$ cat src/rtl/hyperbus_pkg.sv
// Shared types for the HyperBus transaction splitter: in-flight split flags and
// the latched transaction fields.
package hyperbus_pkg;

   typedef struct packed {
      logic write;
      logic is_final;
   } split_flag_t;

   typedef struct packed {
      logic [31:0] address;
      logic        write;
      logic        burst_type;
      logic        address_space;
   } trans_struct;

   // Byte address of the next sub-transaction; words are 16 bits wide, wraps at 2^32.
   function automatic logic [31:0] next_address(input logic [31:0] addr,
                                                input logic [31:0] words);
      return addr + {words[30:0], 1'b0};
   endfunction

endpackage

$ cat src/rtl/hyperbus_flag_fifo.sv
// Synchronous FIFO holding one split_flag_t per issued sub-transaction.
module hyperbus_flag_fifo
   import hyperbus_pkg::*;
#(
   parameter int DEPTH = 4
) (
   input  logic        clk_i,
   input  logic        rst_i,
   input  logic        push_i,
   input  split_flag_t data_i,
   input  logic        pop_i,
   output split_flag_t data_o,
   output logic        full_o,
   output logic        empty_o
);

   localparam int AW = $clog2(DEPTH);

   split_flag_t    mem [DEPTH];
   logic [AW:0]    wr_ptr;
   logic [AW:0]    rd_ptr;

   always_ff @(posedge clk_i) begin
      if (rst_i) begin
         wr_ptr <= '0;
         rd_ptr <= '0;
      end else begin
         if (push_i && !full_o) wr_ptr <= wr_ptr + (AW+1)'(1);
         if (pop_i && !empty_o) rd_ptr <= rd_ptr + (AW+1)'(1);
      end
   end

   // NOTE: storage is deliberately not reset; the pointers alone define which entries are valid.
   always_ff @(posedge clk_i) begin
      if (push_i && !full_o) mem[wr_ptr[AW-1:0]] <= data_i;
   end

   assign data_o  = mem[rd_ptr[AW-1:0]];
   assign empty_o = (wr_ptr == rd_ptr);
   assign full_o  = (wr_ptr[AW] != rd_ptr[AW]) && (wr_ptr[AW-1:0] == rd_ptr[AW-1:0]);

endmodule

$ cat src/rtl/hyperbus_trans_splitter.sv
// Splits long linear bursts into sub-transactions and merges their B / RX completions.
// Optional statistics outputs are enabled with HYPERBUS_SPLIT_STATS_EN.
module hyperbus_trans_splitter
   import hyperbus_pkg::*;
#(
   parameter int BURST_WIDTH = 12,
   parameter int NR_CS       = 2,
   parameter int FLAG_DEPTH  = 4
) (
   input  logic                   clk_i,
   input  logic                   rst_i,
   input  logic [BURST_WIDTH-1:0] cfg_max_burst_i,
   input  logic                   in_valid_i,
   output logic                   in_ready_o,
   input  logic [31:0]            in_address_i,
   input  logic [NR_CS-1:0]       in_cs_i,
   input  logic                   in_write_i,
   input  logic [BURST_WIDTH-1:0] in_burst_i,
   input  logic                   in_burst_type_i,
   input  logic                   in_address_space_i,
   output logic                   out_valid_o,
   input  logic                   out_ready_i,
   output logic [31:0]            out_address_o,
   output logic [NR_CS-1:0]       out_cs_o,
   output logic                   out_write_o,
   output logic [BURST_WIDTH-1:0] out_burst_o,
   output logic                   out_burst_type_o,
   output logic                   out_address_space_o,
   input  logic                   b_valid_i,
   output logic                   b_ready_o,
   input  logic                   b_error_i,
   output logic                   b_valid_o,
   input  logic                   b_ready_i,
   output logic                   b_error_o,
   input  logic                   rx_valid_i,
   input  logic                   rx_last_i,
   input  logic                   rx_error_i,
   input  logic                   rx_ready_i,
   output logic                   rx_valid_o,
   output logic                   rx_last_o,
   output logic                   rx_error_o,
   output logic                   rx_ready_o
`ifdef HYPERBUS_SPLIT_STATS_EN
   ,
   output logic [31:0]            split_count_o,
   output logic                   proto_err_o
`endif
);

   localparam logic [0:0] ST_IDLE  = 1'b0;
   localparam logic [0:0] ST_ISSUE = 1'b1;

   logic [0:0]             state_q;
   trans_struct            trans_q;
   logic [NR_CS-1:0]       cs_q;
   logic [BURST_WIDTH-1:0] remaining_q;
   logic [BURST_WIDTH-1:0] chunk_hold_q;
   logic                   hold_q;
   logic                   err_acc_q;

   logic [BURST_WIDTH-1:0] chunk;
   logic                   is_final;
   logic                   out_hs;
   split_flag_t            head;
   logic                   full, empty, pop, b_pop, rx_pop;
   logic                   b_head_ok, rx_head_ok;

   // A stalled offer keeps its chunk so a cfg change cannot alter out_burst_o mid-handshake.
   // NOTE: every always_comb output gets a default first so no path can infer a latch.
   always_comb begin
      chunk = remaining_q;
      if (hold_q)
         chunk = chunk_hold_q;
      else if (trans_q.burst_type && !trans_q.address_space && cfg_max_burst_i != '0
               && remaining_q > cfg_max_burst_i)
         chunk = cfg_max_burst_i;
   end

   assign is_final    = (chunk == remaining_q);
   assign in_ready_o  = (state_q == ST_IDLE);
   assign out_valid_o = (state_q == ST_ISSUE) && !full;
   assign out_hs      = out_valid_o && out_ready_i;

   assign out_address_o       = trans_q.address;
   assign out_cs_o            = cs_q;
   assign out_write_o         = trans_q.write;
   assign out_burst_o         = chunk;
   assign out_burst_type_o    = trans_q.burst_type;
   assign out_address_space_o = trans_q.address_space;

   // NOTE: sequential state uses non-blocking assignments so every flop samples pre-edge values.
   always_ff @(posedge clk_i) begin
      if (rst_i) begin
         state_q      <= ST_IDLE;
         trans_q      <= '0;
         cs_q         <= '0;
         remaining_q  <= '0;
         chunk_hold_q <= '0;
         hold_q       <= 1'b0;
      end else begin
         hold_q       <= out_valid_o && !out_ready_i;
         chunk_hold_q <= chunk;
         case (state_q)
            ST_IDLE: if (in_valid_i) begin
               trans_q     <= '{address: in_address_i, write: in_write_i,
                                burst_type: in_burst_type_i, address_space: in_address_space_i};
               cs_q        <= in_cs_i;
               remaining_q <= in_burst_i;
               state_q     <= ST_ISSUE;
            end
            default: if (out_hs) begin
               if (is_final) begin
                  state_q <= ST_IDLE;
               end else begin
                  trans_q.address <= next_address(trans_q.address, 32'(chunk));
                  remaining_q     <= remaining_q - chunk;
               end
            end
         endcase
      end
   end

   hyperbus_flag_fifo #(.DEPTH(FLAG_DEPTH)) u_flag_fifo (
      .clk_i   (clk_i),
      .rst_i   (rst_i),
      .push_i  (out_hs),
      .data_i  ('{write: trans_q.write, is_final: is_final}),
      .pop_i   (pop),
      .data_o  (head),
      .full_o  (full),
      .empty_o (empty)
   );

   assign b_head_ok  = !empty && head.write;
   assign rx_head_ok = !empty && !head.write;

   // Responses with no matching head are swallowed: ready stays high, nothing forwarded.
   always_comb begin
      b_valid_o = 1'b0;
      b_ready_o = 1'b1;
      b_error_o = err_acc_q | b_error_i;
      b_pop     = 1'b0;
      if (b_head_ok) begin
         if (head.is_final) begin
            b_valid_o = b_valid_i;
            b_ready_o = b_ready_i;
            b_pop     = b_valid_i && b_ready_i;
         end else begin
            b_pop     = b_valid_i;
         end
      end
   end

   always_comb begin
      rx_valid_o = 1'b0;
      rx_last_o  = 1'b0;
      rx_error_o = 1'b0;
      rx_ready_o = 1'b1;
      rx_pop     = 1'b0;
      if (rx_head_ok) begin
         rx_valid_o = rx_valid_i;
         rx_last_o  = rx_last_i && head.is_final;
         rx_error_o = rx_error_i;
         rx_ready_o = rx_ready_i;
         rx_pop     = rx_valid_i && rx_ready_i && rx_last_i;
      end
   end

   assign pop = b_pop || rx_pop;

   always_ff @(posedge clk_i) begin
      if (rst_i)
         err_acc_q <= 1'b0;
      else if (b_pop)
         err_acc_q <= head.is_final ? 1'b0 : (err_acc_q | b_error_i);
   end

`ifdef HYPERBUS_SPLIT_STATS_EN
   logic proto_violation;
   assign proto_violation = (b_valid_i && !b_head_ok) || (rx_valid_i && !rx_head_ok);

   always_ff @(posedge clk_i) begin
      if (rst_i) begin
         split_count_o <= '0;
         proto_err_o   <= 1'b0;
      end else begin
         if (out_hs && !is_final && split_count_o != '1)
            split_count_o <= split_count_o + 32'd1;
         if (proto_violation)
            proto_err_o <= 1'b1;
      end
   end
`endif

endmodule

$ cat config.mk
export PLATFORM = sky130hd
export DESIGN_NAME = hyperbus_trans_splitter
export DESIGN_NICKNAME = d
export VERILOG_FILES = /design/src/rtl/hyperbus_pkg.sv /design/src/rtl/hyperbus_flag_fifo.sv /design/src/rtl/hyperbus_trans_splitter.sv
export SDC_FILE = /design/constraint.sdc
export NUM_CORES = 1
export LEC_CHECK = 0
export CAP_MARGIN = 20
export CORE_UTILIZATION = 41
export DETAILED_ROUTE_END_ITERATION = 16
export PLACE_DENSITY_LB_ADDON = 0.08
export SYNTH_ARGS = -nofsm -noshare
export SYNTH_HDL_FRONTEND = slang
export SYNTH_SLANG_ARGS = --single-unit
$ cat constraint.sdc
create_clock -name clk_i -period 5.73 [get_ports clk_i]
set_input_delay 1.4325 -clock clk_i [delete_from_list [all_inputs] [get_ports clk_i]]
set_output_delay 1.4325 -clock clk_i [all_outputs]
set_load 0.01 [all_outputs]
# ---- Yosys cells after proc, flatten, opt, wreduce, memory -nomap -nowiden
# Memory sizes are Yosys's and may differ from the RTL's. A register that Yosys moved wholly into a read port is not among the register bits.
# Index checks and enable logic that the tools add are counted.
dict set report word_totals {
  inputBits 72
  ram_bits 8
  n_memories 1
  reg_bits 70
  out_inout_bits 58
}
# memory depth width read_ports rd_clocked_by_memory_dff write_ports line_no
set mem_list {}
lappend mem_list {u_flag_fifo.mem 4 2 1 1 1 hyperbus_flag_fifo.sv:19} ;# split_flag_t mem [DEPTH];
dict set report classes {
  addsub 4
  eq_ne 6
  bitwise_logic 2
  magnitude_cmp 1
  n_reduce_logical 25
  n_mux 30
}
# operator n
set ops {}
lappend ops {{$mux 32} 3}
lappend ops {{$mux 12} 6}
lappend ops {{$mux 35} 1}
lappend ops {{$add 32x13->32} 1}
lappend ops {{$mux 1} 18}
lappend ops {{$logic_and 1x1->1} 15}
lappend ops {{$eq 12x12->1} 1}
lappend ops {{$gt 12x12->1} 1}
lappend ops {{$reduce_bool 12->1} 1}
lappend ops {{$sub 12x12->12} 1}
lappend ops {{$add 3x1->3 const B} 2}
lappend ops {{$logic_not 1->1} 5}
lappend ops {{$mux 2} 2}
lappend ops {{$eq 3x3->1} 1}
lappend ops {{$reduce_and 3->1} 1}
lappend ops {{$eq 2x2->1} 1}
lappend ops {{$ne 2x1->1 const B} 1}
lappend ops {{$ne 2x2->1 const B} 1}
lappend ops {{$reduce_and 2->1} 1}
lappend ops {{$reduce_bool 2->1} 1}
lappend ops {{$logic_or 1x1->1} 1}
lappend ops {{$ne 1x1->1} 1}
lappend ops {{$not 1->1} 1}
lappend ops {{$or 1x1->1} 1}

# ---- Depth between registers and ports, before layout
# Gate-level depths: netlist (run 1).
dict set report logic_depth {
  word_depth 10
  ltp_mapped 19
  ltp_nobuf 18
}

# ---- Cells and area by module
# From an unflattened synthesis (run 1), not the netlist that was laid out.
dict set report hier_totals {
  hier_cells 672
  hier_area_um2 5614.1
}
# mod area_per_inst_um2 n_inst seq_area_each_um2 cells_each
set by_module_without_submodules {}
lappend by_module_without_submodules {hyperbus_trans_splitter 4739.5 1 1281.2 592}
lappend by_module_without_submodules {hyperbus_flag_fifo 874.6 1 400.4 80}

# ---- Worst setup path before layout (run 1)
# OpenSTA, ideal clock, no wires.
dict set report synth_timing {
  kind {in2reg}
  from {in cfg_max_burst_i[11]}
  to {reg trans_q, in the netlist out_address_o[25]}
  path_buffers 1
  slack_ps 236
  arrival_time_ps 5372
  cell_stages 18
  cell_sequence {inv_1 ha_1 nand4_1 nor3_1 or3_1 a21oi_1 buf_2 mux2_2 mux2i_1 inv_1 fa_1 a21oi_1 o22ai_1 o21ai_0 o21ai_0 and3_1 nor3b_1 a221o_1}
}
dict set report synth_between {
  elab_chain_cells 9
}
# item line_no
set synth_lines {}
lappend synth_lines {{start, declared} hyperbus_trans_splitter.sv:12} ;# input logic [BURST_WIDTH-1:0] cfg_max_burst_i,
lappend synth_lines {{parallel branches: the longest is 2 deep, another holds $gt 12x12->1} -}
lappend synth_lines {{$logic_and 1x1->1 *} hyperbus_trans_splitter.sv:75} ;# && remaining_q > cfg_max_burst_i)
lappend synth_lines {{$mux 12 *} hyperbus_trans_splitter.sv:74} ;# else if (trans_q.burst_type && !trans_q.address_space && cfg_max_burst_i != '0
lappend synth_lines {{$mux 12 *} hyperbus_trans_splitter.sv:72} ;# if (hold_q)
lappend synth_lines {{net out_burst_o[1]} hyperbus_trans_splitter.sv:26} ;# output logic [BURST_WIDTH-1:0] out_burst_o,
lappend synth_lines {{$add 32x13->32} hyperbus_pkg.sv:20} ;# return addr + {words[30:0], 1'b0};
lappend synth_lines {{$mux 32} hyperbus_trans_splitter.sv:112} ;# if (is_final) begin
lappend synth_lines {{$mux 32} hyperbus_trans_splitter.sv:111} ;# default: if (out_hs) begin
lappend synth_lines {{$mux 32} hyperbus_trans_splitter.sv:103} ;# case (state_q)
lappend synth_lines {{end signal, assigned} hyperbus_trans_splitter.sv:105} ;# trans_q <= '{address: in_address_i, write: in_write_i,
lappend synth_lines {{end, declared} hyperbus_trans_splitter.sv:54} ;# trans_struct trans_q;
# Mark *: on every way through the listed nets, which the timed path passes. The select of a mux whose other input is x is not followed.
# A chain may end at the register's enable or synchronous reset.

# ---- Final worst setup path (run 1)
dict set report layout_timing {
  from {in cfg_max_burst_i[6]}
  to {out out_burst_o[4]}
}
dict set report layout_between {
  elab_chain_cells 5
}
# item line_no
set layout_lines {}
lappend layout_lines {{parallel branches: the longest is 2 deep, another holds $gt 12x12->1} -}
lappend layout_lines {{$logic_and 1x1->1 *} hyperbus_trans_splitter.sv:75}
lappend layout_lines {{$mux 12 *} hyperbus_trans_splitter.sv:74}
lappend layout_lines {{$mux 12 *} hyperbus_trans_splitter.sv:72}
lappend layout_lines {{end, declared} hyperbus_trans_splitter.sv:26}
# Every way passes the cells marked *.

==> results.cfg, run 1 <==
[outcome]
outcome = completed

[clock_tree]
clk_latency_ns = 0.35
cts-htree-levels = 3
clock_sink_count = 80
cts.path.max_buffers = 2
clkTransAtPathRegs_ns = 0.06
tritoncts = built
numCtsBuffers = 9
cts-root-buf = clkbuf_16

[layout]
layout-drive-gt1-share = 0.1985
num-nets-final = 915
num_antenna_cells = 0
postLayoutCoreUtil = 0.6390
syn_to_final_growth_pct = 49.21
layout.filler_cells = 1090
regArea_mm2 = 0.001682
multiInputGateArea_mm2 = 0.003578

[critical_path]
required_ns = 4.30
cp-end-kind = primary output
criticalPathCategory = input port to primary output
crit_path_cell_trace = clkdlybuf4s50_1 > inv_1 > ha_1 > nand4_1 > nor3_1 > or3_4 > a21oi_4 > buf_6 > buf_12 > mux2_2 > mux2i_4 > inv_2 > dlygate4sd2_1
crit-reg2reg-capture = out_address_o[22]
crit_buf_inv = 6
critical_path.startpoint_type = input port
cp_max_fo = 7
cpLargestDelayFamily = buffers and inverters
worst-r2r-setup-slack_ns = 1.33
crit-reg2reg-launch = remaining_q[11]
timing.critical_path.slowest_cell_delay_ns = 0.48
rr_worst_depth = 19
worstPathArrival_ns = 4.18
timing.critical_path.slowest_stage_cell = clkdlybuf4s50_1

[yosys]
yosysSeqAreaShare = 0.3215
synth_seq_cells = 80
share_of_synthesized_registers_carrying_an_async_set_or_reset = 0
synthesis.area_per_instance_um2 = 8.659
synthesis.nets = 718
ys_top_cells_by_area = dfxtp_1 28%, ha_1 9.6%, edfxtp_1 4.6%
synth.top_cell.area_share = 0.2756
number_of_synthesized_flops_with_an_enable_pin = 8
ys.warnings.count = 0
synthDistinctLibCells = 63
ys_dominant_reg_cell = dfxtp_1
synthCells = 604
post-synth-top-area-cell = dfxtp_1
syn_area_mm2 = 0.005230

[floorplanning]
core_area_mm2 = 0.01221
fp.dieH_um = 114.9
std_cell_rows = 40
io-pin-count = 130
chipWidth_um = 114.9
starting_density_of_the_core = 0.4283
die_area_mm2 = 0.01321

[sta]
timing_max_transition_violations_final = 0
maxSlewHeadroom = 0.08312
timing.clock.skew_ns = 0.008049
layout_min_cycle_time_ns = 5.611
fin_hold_ws_ns = 0.4596
fin_crit_sh = 0.9793
worst_slew_pin_slew_ns = 1.373
hold_violations = 0
setup_viol = 0
clock.fmax_mhz = 178.2

[route]
route.detailed.drc = 0
via_count = 5246
wl_cell_um = 16.55
drt_iter0_markers = 232
number_of_optimization_iterations_in_the_first_detailed_route_pass = 4
detail_route.vias_per_cell = 5.386
routed_wl_um = 16120
ant_nets = 0

[grt]
via_count_of_the_first_global_routing_pass = 5119
globalRoute.totalOverflow = 0
first_pass_grt_wire_length_um = 24990
grt_max_degree = 37
antenna_found_initial = 0
gr-usage-all-layers = 0.2444

[power]
cellLeakagePower_nw = 3.293
max-vdd-ir-drop_uv = 193.8
report.power.total_mw = 2.091
power_density_mw_per_mm2 = 267.9

[run]
cap_violations = 0

[place]
dp_hpwl_um = 12120
gp_routability_congestion = 0.8655
numPortBuffers = 129

[worst_hold_path]
hold_path.startpoint = out_cs_o[0]
hp-class = register to register
worst_hold_path.endpoint = out_cs_o[0]
hold_path_depth = 2
how the worst max path moves through the flow:
stage,endpoint,start,cells after the start
floorplan,out_address_o[25],cfg_max_burst_i[11],18
global route,out_burst_o[10],cfg_max_burst_i[6],13
CTS,out_burst_o[2],cfg_max_burst_i[11],12
detailed placement,out_address_o[22],cfg_max_burst_i[11],21
finish,out_burst_o[4],cfg_max_burst_i[6],13
global placement,out_burst_o[1],cfg_max_burst_i[5],13
Yosys cell counts, types with 6 or more instances:
| master | instances |
|---|---|
| nor2_1 | 49 |
| inv_1 | 34 |
| a211o_1 | 9 |
| clkbuf_1 | 14 |
| and2_1 | 12 |
| edfxtp_1 | 8 |
| and3_1 | 17 |
| nand3_1 | 13 |
| nand2_1 | 56 |
| xnor2_1 | 16 |
| nor3_1 | 8 |
| o21ai_0 | 25 |
| a31oi_1 | 7 |
| dfxtp_1 | 72 |
| mux2i_1 | 23 |
| a21o_1 | 13 |
| mux2_2 | 10 |
| a211oi_1 | 7 |
| xor2_1 | 12 |
| ha_1 | 40 |
| a21oi_1 | 41 |
| buf_2 | 6 |
| a221o_1 | 10 |
| nor2b_1 | 6 |
cells by family after synthesis:
logic type / count (synthesis) / share of synthesized area
adders and majority gates: 42 / 0.1033
xor gates and xnor gates: 28 / 0.04689
DFF: 80 / 0.3215
AOI/OAI and AO/OA: 156 / 0.2074
muxes: 35 / 0.07416
buffers and inverters: 58 / 0.04522
and+or+nand+nor: 205 / 0.2014
cells in the final DEF, fill, tap and decap left out, drive strengths merged, types with 10 or more instances in the layout:
cell type / netlist / layout
clkdlybuf4s50: 0 / 116
buf: 10 / 82
dfxtp: 72 / 72
nand2: 56 / 56
nor2: 49 / 49
a21oi: 41 / 41
ha: 40 / 40
inv: 34 / 39
o21ai: 29 / 29
mux2i: 23 / 23
and3: 17 / 17
xnor2: 16 / 16
nand3: 13 / 13
a21o: 13 / 13
xor2: 12 / 12
and2: 12 / 12
a221o: 10 / 10
mux2: 10 / 10
routing by layer:
| layer | vias up | part of all wire | track usage |
|---|---|---|---|
| met5 | - | 0 | 0 |
| li1 | 2605 | - | - |
| met4 | 0 | 0.014 | 0.07792 |
| met3 | 16 | 0.051 | 0.05482 |
| met1 | 2494 | 0.47 | 0.3145 |
| met2 | 131 | 0.47 | 0.4060 |
layout make-up:
class	count	share of cell area
flip-flops and latches	80	0.2155
clock buffers	9	0.02886
inverters	34	0.01635
clock inverters	7	0.007536
multi-input cells	466	0.4586
repair buffers	210	0.2463
well taps	168	0.02694
state kept, by name, summed over array words and instances, names as in the netlist, named ones only:
name and count:
chunk_hold_q 12, err_acc_q 1, hold_q 1, out_address_o 32, out_address_space_o 1, out_burst_type_o 1
out_cs_o 2, out_write_o 1, remaining_q 12, state_q 1, u_flag_fifo.mem 8, u_flag_fifo.rd_ptr 3
u_flag_fifo.wr_ptr 3
power breakdown:
| group | switching, mW | internal [mW] | leakage, nW |
|---|---|---|---|
| logic | 0.378 | 0.449 | 2.50 |
| registers | 0.0767 | 0.622 | 0.661 |
| clock network | 0.263 | 0.301 | 0.134 |
| total | 0.718 | 1.37 | 3.29 |
worst reg2reg max path, delay by kind of cell (launching register included):
family,cells,cell delay [ns]
compound gates,7,1.35
fa+ha+maj,2,0.63
buf+inv,4,0.56
flops,1,0.53
mux,2,0.54
simple gates,4,0.70
metrics by stage:
step / TNS [ns] / setup WS [ns] / area [um2] / std cells
CTS: -0.05056 / -0.02935 / 7540 / 970
finish: 0 / 0.1185 / 7804 / 974
global route: -0.002181 / -0.002181 / 7804 / 974
floorplan: 0 / 0.2363 / 5230 / 604
detailed placement: -6.888 / -0.2835 / 7193 / 952
global placement: -1.718 / -0.1475 / 7193 / 952
timing repair:
action / CTS / global route
resized for setup: 19 / 45
endpoints found under the hold margin: 0 / 0
endpoints found under the setup margin: 12 / 30
hold buffers: 0 / 0
setup buffers: 2 / 4
pin swaps: 0 / 7
Power figures use the tool's default switching activity.
==> inputs of run 2 (changes only) <==
--- a/config.mk
+++ b/config.mk
@@ -6,7 +6,8 @@
 export NUM_CORES = 1
 export LEC_CHECK = 0
 export CAP_MARGIN = 20
-export CORE_UTILIZATION = 41
+export CORE_MARGIN = 2
+export CORE_UTILIZATION = 45
 export DETAILED_ROUTE_END_ITERATION = 16
 export PLACE_DENSITY_LB_ADDON = 0.08
 export SYNTH_ARGS = -nofsm -noshare
==> run 2 against run 1 <==
Total power shrank 0.24%. Register-to-register slack hardly changed. Combinational power fell by 2.4%. Highest routed layer unchanged. Cell area decreased by 1.9%. Sequential power shrank 0.6%. Critical endpoint is now out_burst_o[7]. Critical path type unchanged. First-iteration DRC count rose by 26%. Via count rose by 0.71%. Final cell count shrank 2.2%. Routed wire length grew 0.66%. Hold slack better by 0.0032 ns.
==> results.cfg, run 2 (synthesis gave the netlist of run 1 again) <==
[outcome]
outcome = completed

[power]
max-vdd-ir-drop_uv = 183.6
power_density_mw_per_mm2 = 272.4
report.power.total_mw = 2.085
cellLeakagePower_nw = 3.326

[sta]
clock.fmax_mhz = 178.9
rsz_0062_raised_after_global_routing = false
timing_max_transition_violations_final = 0
finalWorstSetupSlack_ns = 0.1414
maxSlewHeadroom = 0.2024
timing.clock.skew_ns = 0.005325
setup_viol = 0
worst_slew_pin_slew_ns = 1.195
fin_crit_sh = 0.9753
layout_min_cycle_time_ns = 5.589
hold_violations = 0

[clock_tree]
numCtsBuffers = 9
clk_latency_ns = 0.35
cts.path.max_buffers = 2
cts-root-buf = clkbuf_16
tritoncts = built
clkTransAtPathRegs_ns = 0.06
clock_sink_count = 80
hold_buffers = 0
cts-htree-levels = 3

[floorplanning]
die_area_mm2 = 0.01250
chipWidth_um = 111.8
core_area_mm2 = 0.01137
io-pin-count = 130
std_cell_rows = 39
starting_density_of_the_core = 0.4600
fp.dieH_um = 111.8

[critical_path]
cp_max_fo = 5
worstPathArrival_ns = 4.16
crit_path_cell_trace = clkdlybuf4s50_1 > inv_1 > ha_1 > nand4_1 > nor3_1 > or3_4 > a21oi_4 > buf_6 > mux2_2 > mux2i_2 > inv_1 > dlygate4sd2_1
critical_path.most_common_cell = inv_1
cpLargestDelayFamily = buffers and inverters
timing.critical_path.slowest_cell_delay_ns = 0.50
required_ns = 4.30
worst-r2r-setup-slack_ns = 1.34
cp-end-kind = primary output
criticalPathCategory = input port to primary output
timing.critical_path.slowest_stage_cell = clkdlybuf4s50_1
crit_buf_inv = 5
critical_path.startpoint_type = input port
crit-reg2reg-capture = remaining_q[11]
rr_worst_depth = 17
crit-reg2reg-launch = remaining_q[11]

[layout]
num_antenna_cells = 0
layout-drive-gt1-share = 0.1802
layout.cells.non_filler = 953
num-nets-final = 919
mostFrequentLayoutCell = clkdlybuf4s50_1
syn_to_final_growth_pct = 46.41
commonest_cells_after_routing_fill_and_taps_aside = 117 x clkdlybuf4s50_1, 81 x buf_4, 72 x dfxtp_1
post-route-cell-area_mm2 = 0.007657
max_ffs_per_register = 32

[place]
numPortBuffers = 129
dp_hpwl_um = 12480
place_ws_ns = -0.3238
placedCellCount = 935
dpl_cell_area_mm2 = 0.007247
gp_routability_congestion = 0.9064

[route]
met3WireLength_um = 820
ant_nets = 0
maxUsedRoutingLayer = met4
detail_route.wirelength.met1_um = 7396
routed_wl_um = 16230
via_count = 5283
number_of_optimization_iterations_in_the_first_detailed_route_pass = 4
wl_cell_um = 17.03
drt_iter0_markers = 293
detail_route.vias_per_cell = 5.544
wl_met2_um = 7774
route.detailed.drc = 0

[grt]
via_count_of_the_first_global_routing_pass = 5395
grt_max_degree = 39
first_pass_grt_wire_length_um = 26550
antenna_found_initial = 0
globalRoute.totalOverflow = 0
gr-usage-all-layers = 0.2638

[run]
cap_violations = 0

[worst_hold_path]
hold_path_depth = 2
hold_path.startpoint = out_address_o[0]
hp-class = register to register
worst_hold_path.endpoint = out_address_o[0]
## run 2: per-stage QoR
stage / util / hold slack [ns] / TNS, ns
after floorplan: - / 0.4697 / 0
after global placement: 0.6374 / 0.4454 / -4.304
after detailed placement: 0.6374 / 0.4527 / -7.431
after CTS: 0.6681 / 0.4584 / 0
after global routing: 0.6735 / 0.4840 / 0
final: 0.6735 / 0.4628 / 0
## run 2: worst max-delay path by stage
stage          cells after the start           endpoint                start  slack, ns
2_1_floorplan                     18  out_address_o[25]  cfg_max_burst_i[11]       0.24
3_3_place_gp                      20  out_address_o[26]   cfg_max_burst_i[5]      -0.26
3_5_place_dp                      20  out_address_o[26]   cfg_max_burst_i[7]      -0.32
4_1_cts                           12    out_burst_o[11]   cfg_max_burst_i[7]      0.009
5_1_grt                           12     out_burst_o[3]  cfg_max_burst_i[10]     0.0007
6_report                          12     out_burst_o[7]   cfg_max_burst_i[7]       0.14
## run 2: per-layer routing
metal  track usage  vias to the layer above
li1              -                     2628
met5             0                        -
met3       0.05661                       17
met2        0.4493                      124
met4       0.07819                        0
met1        0.3365                     2514
## run 2: tightest hold or removal path, cell delays in order (launching register included)
cell and delay, ns:
dfxtp_1 0.31, nand2_1 0.05, a21oi_1 0.05
## run 2: cell type report
cell class	instances	area, um2
fillers	998	3712
multi-input cells	466	3413
repair buffers	214	1956
flip-flops and latches	80	1682
clock buffers	11	242.7
well taps	143	178.9
inverters	34	127.6
clock inverters	5	57.56
## run 2: power breakdown
part	switching, mW	total, mW	internal (mW)
logic	0.371	0.807	0.437
registers	0.0719	0.695	0.623
clock network	0.234	0.583	0.349
total	0.677	2.09	1.41
## run 2: repair_timing
action | 4_1_cts | 5_1_grt
pin swaps | 0 | 2
gates cloned | 1 | 0
buffers inserted | 0 | 1
gates resized for setup | 22 | 18
setup endpoints to repair | 12 | 30
==> inputs of run 3 (changes only) <==
--- a/config.mk
+++ b/config.mk
@@ -7,7 +7,7 @@
 export LEC_CHECK = 0
 export CAP_MARGIN = 20
 export CORE_MARGIN = 2
-export CORE_UTILIZATION = 45
+export CORE_UTILIZATION = 29
 export DETAILED_ROUTE_END_ITERATION = 16
 export PLACE_DENSITY_LB_ADDON = 0.08
 export SYNTH_ARGS = -nofsm -noshare
==> run 3 against run 2 <==
Flip-flop and latch count is the same. Die area is 53% higher. Total power is 5.2% higher. Clock skew up 0.0073 ns. Sequential share of layout area down 1.0 points. Critical path depth increased by 2. Non-clock buffer count rose by 8. Hold slack got worse by 0.0077 ns. Clock-buffer cell count down 2.
==> results.cfg, run 3 (synthesis gave the netlist of run 1 again) <==
[sta]
finalWorstSetupSlack_ns = 0.1073
worst_slew_pin_slew_ns = 1.251
rsz_0062_raised_after_global_routing = true
hold_violations = 0
setup-tns-final_ns = 0
clock.fmax_mhz = 177.9
fin_crit_sh = 0.9813
layout_min_cycle_time_ns = 5.623
timing_max_transition_violations_final = 0
maxSlewHeadroom = 0.1652
setup_viol = 0
timing.clock.skew_ns = 0.01259
fin_hold_ws_ns = 0.4550

[route]
routed_wl_um = 17740
wl_cell_um = 16.95
via_count = 5287
number_of_optimization_iterations_in_the_first_detailed_route_pass = 4
detail_route.vias_per_cell = 5.050
route.detailed.drc = 0
drt_iter0_markers = 186
ant_nets = 0

[grt]
antenna_found_initial = 0
globalRouteMet1Util = 0.2347
first_pass_grt_wire_length_um = 27940
grt_util_met2 = 0.2949
globalRoute.totalOverflow = 0
gr-max-usage-layer = met2
gr-usage-all-layers = 0.1808
via_count_of_the_first_global_routing_pass = 5450
grt_max_degree = 33
grt.met3_usage = 0.04780

[critical_path]
critical_path.startpoint_type = input port
criticalPathCategory = input port to primary output
worstPathArrival_ns = 4.19
required_ns = 4.30
rr_worst_depth = 20
timing.critical_path.slowest_stage_cell = clkdlybuf4s50_1
critical_path.most_common_cell = buf_4
timing.critical_path.slowest_cell_delay_ns = 0.48
crit-reg2reg-capture = out_address_o[25]
cp-end-kind = primary output
worst-r2r-setup-slack_ns = 1.33
cp_max_fo = 6
crit-reg2reg-launch = remaining_q[11]
crit_path_cell_trace = clkdlybuf4s50_1 > inv_1 > ha_1 > nand4_1 > nor3_1 > or3_4 > a21oi_4 > buf_6 > buf_4 > buf_4 > mux2_4 > mux2i_4 > inv_2 > clkdlybuf4s15_2

[floorplanning]
fp.dieH_um = 138.3
io-pin-count = 130
core_area_mm2 = 0.01784
die_area_mm2 = 0.01912
chipWidth_um = 138.3
starting_density_of_the_core = 0.2931
std_cell_rows = 49

[run]
cap_violations = 0

[place]
dp_hpwl_um = 13570
place_ws_ns = -0.1893
gp_routability_congestion = 0.8344
numPortBuffers = 129

[layout]
layout.filler_cells = 1746
layout-drive-gt1-share = 0.2176
num-nets-final = 927
syn_to_final_growth_pct = 53.76
postLayoutCoreUtil = 0.4507
mostFrequentLayoutCell = clkdlybuf4s50_1
commonest_cells_after_routing_fill_and_taps_aside = 115 x clkdlybuf4s50_1, 90 x buf_4, 72 x dfxtp_1
num_antenna_cells = 0
max_ffs_per_register = 32

[clock_tree]
cts-htree-levels = 3
numCtsBuffers = 9
cts-root-buf = clkbuf_16
clkTransAtPathRegs_ns = 0.07
clk_latency_ns = 0.35
cts.path.max_buffers = 2
tritoncts = built
clock_sink_count = 80

[power]
cellLeakagePower_nw = 3.398
power_density_mw_per_mm2 = 272.7
max-vdd-ir-drop_uv = 159.9
report.power.total_mw = 2.193

[worst_hold_path]
hp-class = register to register
worst_hold_path.endpoint = out_cs_o[1]
hold_path.startpoint = out_cs_o[1]
hold_path_depth = 2

[outcome]
outcome = completed
[run 3: changes by cell type in the layout (fill, tap and decap cells not counted), sizes merged, moves of 2 or more]
cell           before  now
clkinv              4    0
dlymetal6s2s        1    4
inv                34   38
clkdlybuf4s15       0    5
dlygate4sd2        10    1
buf                86   95
clkdlybuf4s50     117  115
[run 3: layer usage]
| layer | part of all wire | routed length [um] |
|---|---|---|
| met4 | 0.018 | 321 |
| met3 | 0.048 | 847 |
| met2 | 0.46 | 8151 |
| met5 | 0 | 0 |
| met1 | 0.47 | 8422 |
[run 3: per-stage QoR]
| step | std cells | instance area [um2] |
|---|---|---|
| final | 1047 | 8041 |
| after global routing | 1047 | 8041 |
| after CTS | 1042 | 7730 |
| after detailed placement | 1024 | 7352 |
| after global placement | 1024 | 7352 |
| after floorplan | 604 | 5230 |
[run 3: worst max-delay path by stage]
stage	cells after the start	startpoint	to	slack [ns]
after floorplan	18	cfg_max_burst_i[11]	out_address_o[25]	0.24
after global placement	13	cfg_max_burst_i[5]	out_burst_o[1]	-0.14
after detailed placement	13	cfg_max_burst_i[5]	out_burst_o[1]	-0.19
after CTS	12	cfg_max_burst_i[5]	out_burst_o[7]	-0.07
after global routing	14	cfg_max_burst_i[3]	out_burst_o[10]	-0.03
final	14	cfg_max_burst_i[3]	out_burst_o[10]	0.11
[run 3: critical path: cells and delay by family]
kind,cells,cell delay (ns)
AOI/OAI and AO/OA,1,0.13
adders and majority gates,1,0.33
buffers and inverters,7,1.23
muxes,2,0.49
and+or+nand+nor,3,0.58
[run 3: timing repair]
item	in CTS	in global routing
cloned	0	1
gates resized for setup	25	54
endpoints found under the setup margin	12	45
hold buffers	0	0
setup buffers	2	4
pin swaps	1	4
[run 3: cell type report]
type	count	area, um2	share of cell area
tap	229	286.5	0.03563
multi-input combinational	466	3592	0.4467
clock buffer	9	225.2	0.02801
timing repair buffer	222	2021	0.2513
sequential	80	1682	0.2091
inverter	34	127.6	0.01587
clock inverter	7	107.6	0.01338
[run 3: report_power, final]
group | leakage, nW | switching [mW] | internal [mW]
logic | 2.58 | 0.379 | 0.453
clock network | 0.160 | 0.268 | 0.391
registers | 0.661 | 0.0786 | 0.622
